[src/rtl/subtrator_serial.sv]
// ---------------------------------------------------------------------------
// subtrator_serial
//
// Bit-serial unsigned subtractor. It computes a - b modulo 2^WIDTH one bit
// per clock, LSB first, and also reports the final borrow.
//
// Operation
//   IDLE  : on start, latch a/b, clear the borrow flop and the bit counter.
//   SHIFT : WIDTH cycles, one difference bit per cycle.
//   DONE  : one cycle with done high, then back to IDLE unconditionally.
// A start accepted at edge k gives done high during the cycle after edge
// k+WIDTH. start is ignored outside IDLE.
//
// Handshake: start is a request that is only honoured while the block is in
// IDLE (busy=0, done=0). There is no back-pressure; a start seen in SHIFT or
// DONE is dropped. done is a one-cycle pulse and diff/borrow_out (and
// overflow) stay stable from that pulse until the next completion.
//
// Optional feature
//   SUBTRATOR_SERIAL_OVERFLOW_EN : adds output 'overflow', the two's-complement
//   signed overflow of the latched operands, registered together with diff.
//
// Ports
//   clk        in   clock, rising edge
//   rst        in   synchronous active-high reset
//   start      in   begin a subtraction (honoured only in IDLE)
//   a          in   minuend   [WIDTH-1:0], sampled on accepted start
//   b          in   subtrahend[WIDTH-1:0], sampled on accepted start
//   busy       out  high while in SHIFT
//   done       out  one-cycle completion pulse
//   diff       out  a - b mod 2^WIDTH
//   borrow_out out  high when a < b (unsigned)
//   overflow   out  signed overflow (only with SUBTRATOR_SERIAL_OVERFLOW_EN)
// ---------------------------------------------------------------------------
module subtrator_serial #(
    parameter int WIDTH = 4
) (
    input  logic             clk,
    input  logic             rst,
    input  logic             start,
    input  logic [WIDTH-1:0] a,
    input  logic [WIDTH-1:0] b,
    output logic             busy,
    output logic             done,
    output logic [WIDTH-1:0] diff,
    output logic             borrow_out
`ifdef SUBTRATOR_SERIAL_OVERFLOW_EN
    ,
    output logic             overflow
`endif
);

    localparam int CW = $clog2(WIDTH + 1);
    localparam logic [CW-1:0] LAST_CNT = CW'(WIDTH - 1);

    typedef enum logic [1:0] {
        IDLE  = 2'd0,
        SHIFT = 2'd1,
        DONE  = 2'd2
    } state_t;

    state_t           state_q, state_d;
    logic [WIDTH-1:0] a_sh_q, a_sh_d;
    logic [WIDTH-1:0] b_sh_q, b_sh_d;
    logic [WIDTH-1:0] res_q, res_d;
    logic [WIDTH-1:0] diff_q, diff_d;
    logic             br_q, br_d;
    logic             borrow_q, borrow_d;
    logic [CW-1:0]    cnt_q, cnt_d;

    // One full-subtractor slice on the current LSBs.
    logic diff_bit;
    logic br_next;
    logic [WIDTH-1:0] res_shifted;

`ifdef SUBTRATOR_SERIAL_OVERFLOW_EN
    // Operand sign bits are kept aside because the operand registers are
    // shifted away by the time the result is known.
    logic a_msb_q, a_msb_d;
    logic b_msb_q, b_msb_d;
    logic ovf_q, ovf_d;
`endif

    always_comb begin
        diff_bit    = a_sh_q[0] ^ b_sh_q[0] ^ br_q;
        br_next     = (~a_sh_q[0] & b_sh_q[0]) | (~(a_sh_q[0] ^ b_sh_q[0]) & br_q);
        res_shifted = {diff_bit, res_q[WIDTH-1:1]};
    end

    always_comb begin
        state_d  = state_q;
        a_sh_d   = a_sh_q;
        b_sh_d   = b_sh_q;
        res_d    = res_q;
        diff_d   = diff_q;
        br_d     = br_q;
        borrow_d = borrow_q;
        cnt_d    = cnt_q;
`ifdef SUBTRATOR_SERIAL_OVERFLOW_EN
        a_msb_d  = a_msb_q;
        b_msb_d  = b_msb_q;
        ovf_d    = ovf_q;
`endif
        case (state_q)
            IDLE: begin
                if (start) begin
                    a_sh_d  = a;
                    b_sh_d  = b;
                    br_d    = 1'b0;
                    cnt_d   = '0;
`ifdef SUBTRATOR_SERIAL_OVERFLOW_EN
                    a_msb_d = a[WIDTH-1];
                    b_msb_d = b[WIDTH-1];
`endif
                    state_d = SHIFT;
                end
            end
            SHIFT: begin
                a_sh_d = a_sh_q >> 1;
                b_sh_d = b_sh_q >> 1;
                res_d  = res_shifted;
                br_d   = br_next;
                if (cnt_q == LAST_CNT) begin
                    // Last bit: publish the complete result in one step so
                    // the outputs never show a partial value.
                    diff_d   = res_shifted;
                    borrow_d = br_next;
`ifdef SUBTRATOR_SERIAL_OVERFLOW_EN
                    ovf_d    = (a_msb_q != b_msb_q) & (diff_bit != a_msb_q);
`endif
                    state_d  = DONE;
                end else begin
                    cnt_d = cnt_q + CW'(1);
                end
            end
            DONE: begin
                state_d = IDLE;
            end
            default: begin
                state_d = IDLE;
            end
        endcase
    end

    always_ff @(posedge clk) begin
        if (rst) begin
            state_q  <= IDLE;
            a_sh_q   <= '0;
            b_sh_q   <= '0;
            res_q    <= '0;
            diff_q   <= '0;
            br_q     <= 1'b0;
            borrow_q <= 1'b0;
            cnt_q    <= '0;
`ifdef SUBTRATOR_SERIAL_OVERFLOW_EN
            a_msb_q  <= 1'b0;
            b_msb_q  <= 1'b0;
            ovf_q    <= 1'b0;
`endif
        end else begin
            state_q  <= state_d;
            a_sh_q   <= a_sh_d;
            b_sh_q   <= b_sh_d;
            res_q    <= res_d;
            diff_q   <= diff_d;
            br_q     <= br_d;
            borrow_q <= borrow_d;
            cnt_q    <= cnt_d;
`ifdef SUBTRATOR_SERIAL_OVERFLOW_EN
            a_msb_q  <= a_msb_d;
            b_msb_q  <= b_msb_d;
            ovf_q    <= ovf_d;
`endif
        end
    end

    assign busy       = (state_q == SHIFT);
    assign done       = (state_q == DONE);
    assign diff       = diff_q;
    assign borrow_out = borrow_q;
`ifdef SUBTRATOR_SERIAL_OVERFLOW_EN
    assign overflow   = ovf_q;
`endif

endmodule
[config.mk]
export PLATFORM = sky130hd
export DESIGN_NAME = subtrator_serial
export DESIGN_NICKNAME = d
export VERILOG_FILES = /design/src/rtl/subtrator_serial.sv
export SDC_FILE = /design/constraint.sdc
export NUM_CORES = 1
export LEC_CHECK = 0
export BUFFER_PORTS_ARGS = -buffer_cell sky130_fd_sc_hd__buf_2
export CORE_MARGIN = 2
export CORE_UTILIZATION = 55
export DETAILED_ROUTE_END_ITERATION = 8
export PLACE_DENSITY_LB_ADDON = 0.12
export SYNTH_ARGS = -nofsm -noshare
export SYNTH_HDL_FRONTEND = slang
export SYNTH_SLANG_ARGS = --single-unit
[constraint.sdc]
create_clock -name clk -period 3.9 [get_ports clk]
set_clock_uncertainty 0.1 [all_clocks]
set_input_delay 0.195 -clock clk [delete_from_list [all_inputs] [get_ports clk]]
set_output_delay 0.195 -clock clk [all_outputs]
set_load 0.02 [all_outputs]
==> run metrics <==
Starting Density approximately three fifths; Fmax a little under 500 MHz; final wirelength 1730 um; outcome complete, no violations; Via Count 731; DR WL/cell approximately 12 um; area leader, netlist dfxtp_1; drt pass-1 iters 4; critical path launch point type flop; initial antenna violation count 0; flop-to-flop setup slack approximately 2.2 ns; CTS tree yes; Ports 18; Netlist cell types 29; post-layout minimum cycle time just over 2 ns; Reg2Reg Launch Point state_q[0]$_SDFFE_PP0P_; syn_area_per_cell between 10 and 15 um^2; Hold Path Depth 3; row count 15; area grow syn2layout 9.36%; critical path's slowest cell dfxtp_1; hold_buf cts 0; crit end category output pin; TritonCTS buffer count 3; Setup Buffers After CTS 0; Hold Path End b_sh_q[3]$_SDFFE_PP0P_; Post-Place Cells ~140; post-DR vias/cell 5.26; clock transition at the registers of the reported paths around 0.12 ns; total track usage approximately 19%; core region area approximately 1700 um^2; # H-tree levels 1; Slew Limit Fails 0; filler cell count in the final layout around 170; Area contributors post-synth dfxtp_1 42%, mux2i_1 13%, a211oi_2 7.2%, nor2_1 5.0%, buf_6 3.2%; share of cells above drive strength 1 slightly below 30%; ant diodes 0; synthesized cell area 1040 um^2; relative slew slack around 46%; VDD IR-drop max roughly 0.28 mV; CTS sink count 22; CTS root buffer clkbuf_4; Final ANT Viol Nets 0; die height 47.5 um; critical path peak fanout 19; cell with the most instances after synthesis dfxtp_1; Worst R2R Path Depth 3; RSZ-0062 raised after global routing false; Synth Net Count ~120; final period utilization a little over half; pwr/cell area about 410 nW/um^2; crit-path cells nand2b_1 > inv_1 > buf_2; post-route insts no fill between 100 and 150; Pleak 0.000523 uW; YS warnings 0; Yosys reg bits 22; setup tns final 0 ns; Worst Tran Pin Value approximately 0.8 ns; top-area cell type share of the netlist area between 40 and 50%; clk_lat worst skew slightly above 0.3 ns; r2r endpoint b_sh_q[3]$_SDFFE_PP0P_; synth cell count leaders 22 x dfxtp_1, 14 x mux2i_1, 14 x nor2_1; IO Port Bufs 17; number of global-route vias before repair 674; Post-synth EDFFs 0; Final Hold Fails 0; biggest cell delay along the critical path just under 0.9 ns; CTS max path bufs 2; Worst EP arrival around 1.8 ns; Setup CP Type flop to output pin; post-synthesis sequential area ratio 42.3%; Crit path required time 3.61 ns; DP HPWL 1230 um; post_cts resized 0; Top FF cell, synth dfxtp_1; Post-Syn Instances 101; max cap viols 0; width of the die between 40 and 50 um; GRT overflow 0; final setup violation count 0; Die ar. 2260 um^2; HP Class primary input to flop; global-route wire length before repair 2890 um; 1st-iter DRT viols 9; Crit path max-delay family flip-flops; Buf+Inv Stages, Crit Path 2; DRC viols 0; Hold Startpoint b[3]; Async SR Flop Fraction 0%; Final nets ~130; Final GP Congestion 0.716; pin count of the biggest net entering global routing 23
[sequential cells by signal (all words and copies together) (netlist names)]
signal / cells
a_sh_q: 4
b_sh_q: 4
diff: 4
cnt_q: 3
res_q: 3
state_q: 2
borrow_out: 1
br_q: 1
[worst reg2reg max path, cell delays in order (launching register included)]
cell	delay (ns)
dfxtp_1	0.87
o21bai_1	0.35
a22oi_1	0.25
nor2_1	0.05
[final cells by class]
class,count,area [um^2],share of cell area (%)
clock inverters,1,30.0,2.63
clock buffers,3,22.5,1.98
flip-flops and latches,22,440,38.6
well taps,25,31.3,2.74
repair buffers,17,85.1,7.46
multi-input cells,66,512,44.9
inverters,5,18.8,1.65
[worst max path at each step]
stage,start,to,slack [ns],cells after the start
finish,state_q[0]$_SDFFE_PP0P_,busy,1.82,3
global route,state_q[0]$_SDFFE_PP0P_,busy,1.68,3
CTS,state_q[0]$_SDFFE_PP0P_,busy,1.83,3
detailed placement,state_q[0]$_SDFFE_PP0P_,busy,2.18,3
global placement,state_q[0]$_SDFFE_PP0P_,busy,2.21,3
floorplan,cnt_q[0]$_SDFFE_PP0P_,diff[0]$_SDFFE_PP0P_,2.51,6
[power breakdown]
| group | internal (uW) | switching [uW] | total [uW] |
|---|---|---|---|
| clock | 104 | 71.5 | 175 |
| sequential | 235 | 11.4 | 246 |
| combinational | 24.4 | 26.1 | 50.6 |
[metal layers]
| layer | wire length [um] | share of wire [%] | GRT usage (%) | vias to the layer above |
|---|---|---|---|---|
| li1 | - | - | - | 379 |
| met1 | 841 | 49 | 24.2 | 328 |
| met2 | 783 | 45 | 30.0 | 19 |
| met3 | 67 | 3.9 | 2.26 | 5 |
| met4 | 41 | 2.4 | 9.73 | 0 |
| met5 | 0 | 0 | 0 | - |
[layout by cell type (no fill, tap or decap)]
cell / instances
fa_1: 1
nand2_1: 4
inv_1: 5
bufinv_16: 1
nand3b_4: 1
a21oi_1: 2
or2_0: 1
buf_2: 17
nor2_1: 14
nand3_1: 3
a22oi_1: 2
o21bai_1: 1
a31oi_1: 3
o21ba_4: 1
a211oi_2: 6
ha_1: 2
clkbuf_4: 3
mux2i_1: 14
nor4b_1: 1
nor3b_1: 1
dfxtp_1: 22
nand3b_1: 1
nor3_1: 1
a2bb2oi_1: 1
nand2b_1: 1
nor2_2: 4
nor2b_1: 1
[stage by stage]
step	power [uW]	hold slack, ns	utilization [%]	setup slack [ns]	area, um^2
after floorplan	294	0.160	-	2.51	1040
after global placement	300	0.337	62.3	2.21	1090
after detailed placement	302	0.350	62.3	2.18	1090
after CTS	475	0.0168	65.3	1.83	1140
after global routing	493	0.0207	65.3	1.68	1140
final	472	0.0193	65.3	1.82	1140
[cell families (layout without fill, tap and decap cells)]
logic type / after synthesis / count (layout) / synth area share, %
adders and majority gates: 3 / 3 / 4.32
muxes: 14 / 14 / 13.4
and+or+nand+nor: 33 / 33 / 16.8
buffers and inverters: 13 / 26 / 8.64
DFF: 22 / 22 / 42.3
AOI/OAI and AO/OA: 16 / 16 / 14.5
No activity file was read; power rests on OpenSTA's default activity.
